<file path="src/rtl/cube_frame_buffer.sv">
// Double-buffered frame store for the cube driver.
// A loader fills the back bank byte by byte; a swap request at a frame boundary
// makes the completed back bank the front bank. The driver reads the front bank
// combinationally. A frame is only replaced at a swap, so the display never tears.
module cube_frame_buffer #(
    parameter int unsigned FRAME_BYTES = 64,
    parameter int unsigned DATA_W      = 8,
    localparam int unsigned AddrW      = $clog2(FRAME_BYTES)
) (
    input  logic              clk_i,
    input  logic              rst_i,
    // loader side
    input  logic              wr_valid_i,
    input  logic [DATA_W-1:0] wr_data_i,
    output logic              wr_ready_o,
    input  logic              wr_clear_i,
    // frame sequencer side
    input  logic              swap_req_i,
    output logic              swap_ack_o,
    output logic              underrun_o,
    output logic [7:0]        underrun_cnt_o,
    output logic              frame_avail_o,
    output logic              front_valid_o,
    // driver side
    input  logic [AddrW-1:0]  rd_addr_i,
    output logic [DATA_W-1:0] rd_data_o
);

    localparam logic [AddrW-1:0] LastAddr = AddrW'(FRAME_BYTES - 1);

    typedef enum logic [0:0] {
        StFill,
        StFull
    } state_e;

    state_e             state_q, state_d;
    logic [AddrW-1:0]   wr_ptr_q, wr_ptr_d;
    logic               front_sel_q, front_sel_d;
    logic               front_valid_q, front_valid_d;
    logic               swap_ack_q, swap_ack_d;
    logic               underrun_q, underrun_d;
    logic [7:0]         underrun_cnt_q, underrun_cnt_d;

    logic               wr_accept;
    logic               do_swap;

    // Both banks live in one array; the MSB of the index selects the bank.
    logic [DATA_W-1:0]  mem_q [2*FRAME_BYTES];

    // Handshake and swap qualification; wr_clear wins over both writes and swaps.
    always_comb begin
        wr_ready_o = (state_q == StFill) && !wr_clear_i;
        wr_accept  = wr_valid_i && wr_ready_o;
        do_swap    = swap_req_i && (state_q == StFull) && !wr_clear_i;
    end

    // Write FSM, bank select and swap/underrun bookkeeping.
    always_comb begin
        state_d        = state_q;
        wr_ptr_d       = wr_ptr_q;
        front_sel_d    = front_sel_q;
        front_valid_d  = front_valid_q;
        swap_ack_d     = 1'b0;
        underrun_d     = 1'b0;
        underrun_cnt_d = underrun_cnt_q;

        if (swap_req_i && !do_swap) begin
            underrun_d = 1'b1;
            if (underrun_cnt_q != 8'hFF) begin
                underrun_cnt_d = underrun_cnt_q + 8'd1;
            end
        end

        if (wr_clear_i) begin
            state_d  = StFill;
            wr_ptr_d = '0;
        end else if (do_swap) begin
            state_d       = StFill;
            wr_ptr_d      = '0;
            front_sel_d   = !front_sel_q;
            front_valid_d = 1'b1;
            swap_ack_d    = 1'b1;
        end else if (wr_accept) begin
            if (wr_ptr_q == LastAddr) begin
                wr_ptr_d = '0;
                state_d  = StFull;
            end else begin
                wr_ptr_d = wr_ptr_q + AddrW'(1);
            end
        end
    end

    // Control state register with synchronous reset.
    always_ff @(posedge clk_i) begin
        if (rst_i) begin
            state_q        <= StFill;
            wr_ptr_q       <= '0;
            front_sel_q    <= 1'b0;
            front_valid_q  <= 1'b0;
            swap_ack_q     <= 1'b0;
            underrun_q     <= 1'b0;
            underrun_cnt_q <= '0;
        end else begin
            state_q        <= state_d;
            wr_ptr_q       <= wr_ptr_d;
            front_sel_q    <= front_sel_d;
            front_valid_q  <= front_valid_d;
            swap_ack_q     <= swap_ack_d;
            underrun_q     <= underrun_d;
            underrun_cnt_q <= underrun_cnt_d;
        end
    end

    // Back-bank write port; storage is deliberately not reset.
    always_ff @(posedge clk_i) begin
        if (wr_accept && !rst_i) begin
            mem_q[{!front_sel_q, wr_ptr_q}] <= wr_data_i;
        end
    end

    // Front-bank read, blanked until the first frame has been swapped in.
    always_comb begin
        rd_data_o = '0;
        if (front_valid_q) begin
            rd_data_o = mem_q[{front_sel_q, rd_addr_i}];
        end
    end

    // Registered status outputs.
    always_comb begin
        swap_ack_o     = swap_ack_q;
        underrun_o     = underrun_q;
        underrun_cnt_o = underrun_cnt_q;
        frame_avail_o  = (state_q == StFull);
        front_valid_o  = front_valid_q;
    end

endmodule

</file>
<file path="config.mk">
export PLATFORM = sky130hd
export DESIGN_NAME = cube_frame_buffer
export DESIGN_NICKNAME = d
export VERILOG_FILES = /design/src/rtl/cube_frame_buffer.sv
export SDC_FILE = /design/constraint.sdc
export NUM_CORES = 1
export LEC_CHECK = 0
export ABC_CLOCK_PERIOD_IN_PS = 4400
export BUFFER_PORTS_ARGS = -buffer_cell sky130_fd_sc_hd__buf_4
export CORE_MARGIN = 8
export CORE_UTILIZATION = 33
export DETAILED_ROUTE_END_ITERATION = 16
export GPL_ROUTABILITY_DRIVEN = 0
export PLACE_DENSITY_LB_ADDON = 0.1
export SYNTH_ARGS = -nofsm -noshare
export SYNTH_HDL_FRONTEND = slang
export SYNTH_SLANG_ARGS = --single-unit
</file>
<file path="constraint.sdc">
create_clock -name clk_i -period 4.4 [get_ports clk_i]
set_clock_uncertainty 0.15 [all_clocks]
set_input_delay 0.66 -clock clk_i [delete_from_list [all_inputs] [get_ports clk_i]]
set_output_delay 0.66 -clock clk_i [all_outputs]
set_load 0.05 [all_outputs]
</file>
==> reports/summary.txt <==
Max_cap viols: 0
Number of H-tree levels: 3
Starting Density: 33.09%
Worst slack at placement: -0.1958 ns
Yosys warns: 0
GRT overflow: 0
Final ANT Viol Nets: 0
Via density: 5.127
Final WL: 109.3 mm
Area grow syn2layout: 17.72%
Final #Nets: 2248
Max Fclk: 237.5 MHz
Crit Path Max Fanout: 9
Post-synth cell types: 50
DRC: 0
Num CTS Buffers: 114
I/O pin total: 40
Maximum VDD drop: 0.2942 mV
Util after Layout: 38.96%
Synthesized net count: 2010
WP data arrival: 3.40 ns
Register area: 31130 um^2
Final slew viol count: 0
DPL Wire Length: 69.96 mm
First-pass GRT wire length: 158.5 mm
Chip width: 367.2 um
RSZ-0062 raised after global routing: false
Port Buffers: 39
Syn_area_per_cell: 20.46 um^2
Fill cells: 11220
Largest net degree at the start of global routing: 93
Outcome: finished, final reports clean
Clock slew at reported path FFs: 0.06 ns
DR vias: 20310
Layout cell share with drive strength beyond 1: 26.57%
Startpoint type of the worst setup path: flip-flop
Worst Hold Class: in2reg
Yosys reg bits: 1043
Post-synthesis sequential area ratio: 76.48%
Pwr Density: 440.8 nW/um^2
CTS tree: built
Die height: 367.2 um
Clock sink count: 1043
Core Rows: 129
Cell count after synthesis: 1989
Vias in the first global route: 21410
Bufs on Longest Clock Path: 3
Fin crit share: 95.70%
Initial DRC count: 1762
Multi-input logic area: 8950 um^2
Top_reg_cell synth: edfxtp_1
Worst Max-Slew Pin Slew: 1.111 ns
Final-report setup violation count: 0
Lkg Pwr: 15.33 nW
Critical Path RT: 3.59 ns
Worst setup margin: 0.1893 ns
Root buffer cell: clkbuf_16
Final Critical Period: 4.211 ns
Fin. Hold Viols: 0
Clk_lat worst skew: 0.70 ns
DRT Pass-1 Iters: 5
WL/cell: 27.59 um
Area of the mapped netlist: 40700 um^2
Die ar.: 134800 um^2
Overall Global Routing Usage: 15.99%
Antenna violations before repair: 4
Post-synth EDFFs: 1024
Core Area: 123000 um^2
Crit Path Class: reg2out
Slew margin rel.: 25.91%
Post-synth ARST share: 0%
CP Capture Type: primary output
[where the power goes]
group,total [mW],switching [mW],internal (mW)
logic,0.920,0.565,0.356
registers,10.9,0.00409,10.9
clock network,9.29,3.84,5.45
total,21.1,4.41,16.7
[kinds of logic (layout without fill, tap and decap cells)]
kind of cell,count (synthesis),in the layout,synth area share (%)
other,0,2,0
AO/OA/AOI/OAI,148,148,2.613
buffers and inverters,126,459,1.611
multiplexers,359,359,15.56
AND/OR/NAND/NOR,300,300,3.434
XOR/XNOR,11,11,0.2367
adder cells (fa/ha/maj),2,2,0.06147
flip-flops,1043,1043,76.48
[layout make-up]
| cell class | instances | share of cell area [%] |
|---|---|---|
| tap | 1637 | 4.275 |
| clock buffer | 145 | 6.286 |
| clock inverter | 66 | 1.256 |
| timing repair buffer | 234 | 4.413 |
| sequential | 1043 | 64.97 |
| antenna | 2 | 0.01045 |
| multi-input combinational | 820 | 18.68 |
| inverter | 14 | 0.1097 |
[worst max-delay path, cell delays in order, from the launching register on]
cell and delay (ns):
dfxtp_1 0.56, clkinv_1 0.43, or3_1 0.67, o22ai_1 0.34, nor3_2 0.11, buf_4 0.16
nand2_1 0.17, buf_4 0.24
[stage by stage]
step	cells	area (um^2)	total power [mW]	hold WS, ns	TNS, ns
finish	3961	47910	21.12	0.09094	0
global route	3959	47910	21.80	0.06229	0
CTS	3959	47900	21.39	0.02755	0
detailed placement	3748	44260	12.07	0.3561	-0.4586
global placement	3748	44260	12.05	0.3424	-0.4861
floorplan	1989	40700	11.61	0.3434	0
[timing repair]
action                                  4_1_cts  5_1_grt
gates resized for setup                       5        1
endpoints found under the setup margin        4        1
endpoints found under the hold margin         0        0
hold buffers                                  0        0
pin swaps                                     0        0
buffers inserted                              0        0
[Yosys cell counts (2+ instances only)]
cell / count / area share (%)
mux4_2: 219 / 12
and2_1: 4 / 0.061
buf_6: 10 / 0.28
a21oi_1: 20 / 0.25
edfxtp_1: 1024 / 76
a22oi_1: 28 / 0.52
inv_1: 6 / 0.055
nor3_1: 57 / 0.70
and2_0: 2 / 0.031
buf_2: 34 / 0.42
o22ai_1: 13 / 0.20
a221oi_1: 30 / 0.65
and3b_1: 2 / 0.043
nand3b_1: 3 / 0.055
clkinv_1: 8 / 0.074
xnor2_1: 4 / 0.086
nand4b_1: 2 / 0.043
a211oi_1: 2 / 0.037
ha_1: 2 / 0.061
xor2_1: 7 / 0.15
a22o_1: 16 / 0.34
nand4_1: 9 / 0.14
dfxtp_1: 19 / 0.93
buf_4: 17 / 0.31
or3_1: 3 / 0.046
a41oi_1: 7 / 0.15
clkbuf_1: 45 / 0.41
nor3b_1: 3 / 0.055
nand2b_1: 3 / 0.046
nand3_1: 27 / 0.33
o211ai_1: 7 / 0.13
buf_1: 5 / 0.046
o21ai_0: 13 / 0.16
nor2_1: 107 / 0.99
nor2b_1: 15 / 0.23
and3_1: 2 / 0.031
o21ai_1: 8 / 0.098
mux2i_1: 139 / 3.4
nand2_1: 56 / 0.52
[flip-flops by register name, indices dropped and copies added (netlist names)]
register	count
mem_q	1024
underrun_o	1
frame_avail_o	1
underrun_cnt_o	8
wr_ptr_q	6
front_valid_o	1
front_sel_q	1
swap_ack_o	1
[per-layer routing]
layer | track usage (%) | vias up | routed length [um]
met5 | 0 | - | 0
met4 | 3.910 | 0 | 2015
met3 | 2.936 | 126 | 5178
met2 | 25.32 | 482 | 51240
met1 | 22.87 | 10960 | 50830
li1 | - | 8745 | -
[layout by cell type (no fill, tap or decap), drive strengths merged, types with 3 or more instances in the layout]
cell type and instances:
xor2 7, nor3 57, nor2 107, edfxtp 1024
and2 6, a221oi 30, nand4 9, or3 3
clkbuf 145, nand2b 3, dfxtp 19, o21ai 21
bufinv 11, nand3 27, a22o 16, o211ai 7
mux4 219, xnor2 4, o22ai 13, mux2i 139
nor3b 4, clkinv 60, nand2 56, buf 234
a21oi 20, inv 8, a41oi 7, a22oi 28
nand3b 3, nor2b 15
[final timing paths]
path	start	to	slack, ns	cells after the start
worst max-delay path	front_valid_o	rd_data_o[0]	0.19	7
worst min-delay path	swap_req_i	underrun_o	0.09	2
worst max register to register	front_sel_q	mem_q[66][4]	1.10	4
worst min register to register	underrun_cnt_o[7]	underrun_cnt_o[7]	0.37	2
Power figures use the tool's default switching activity.
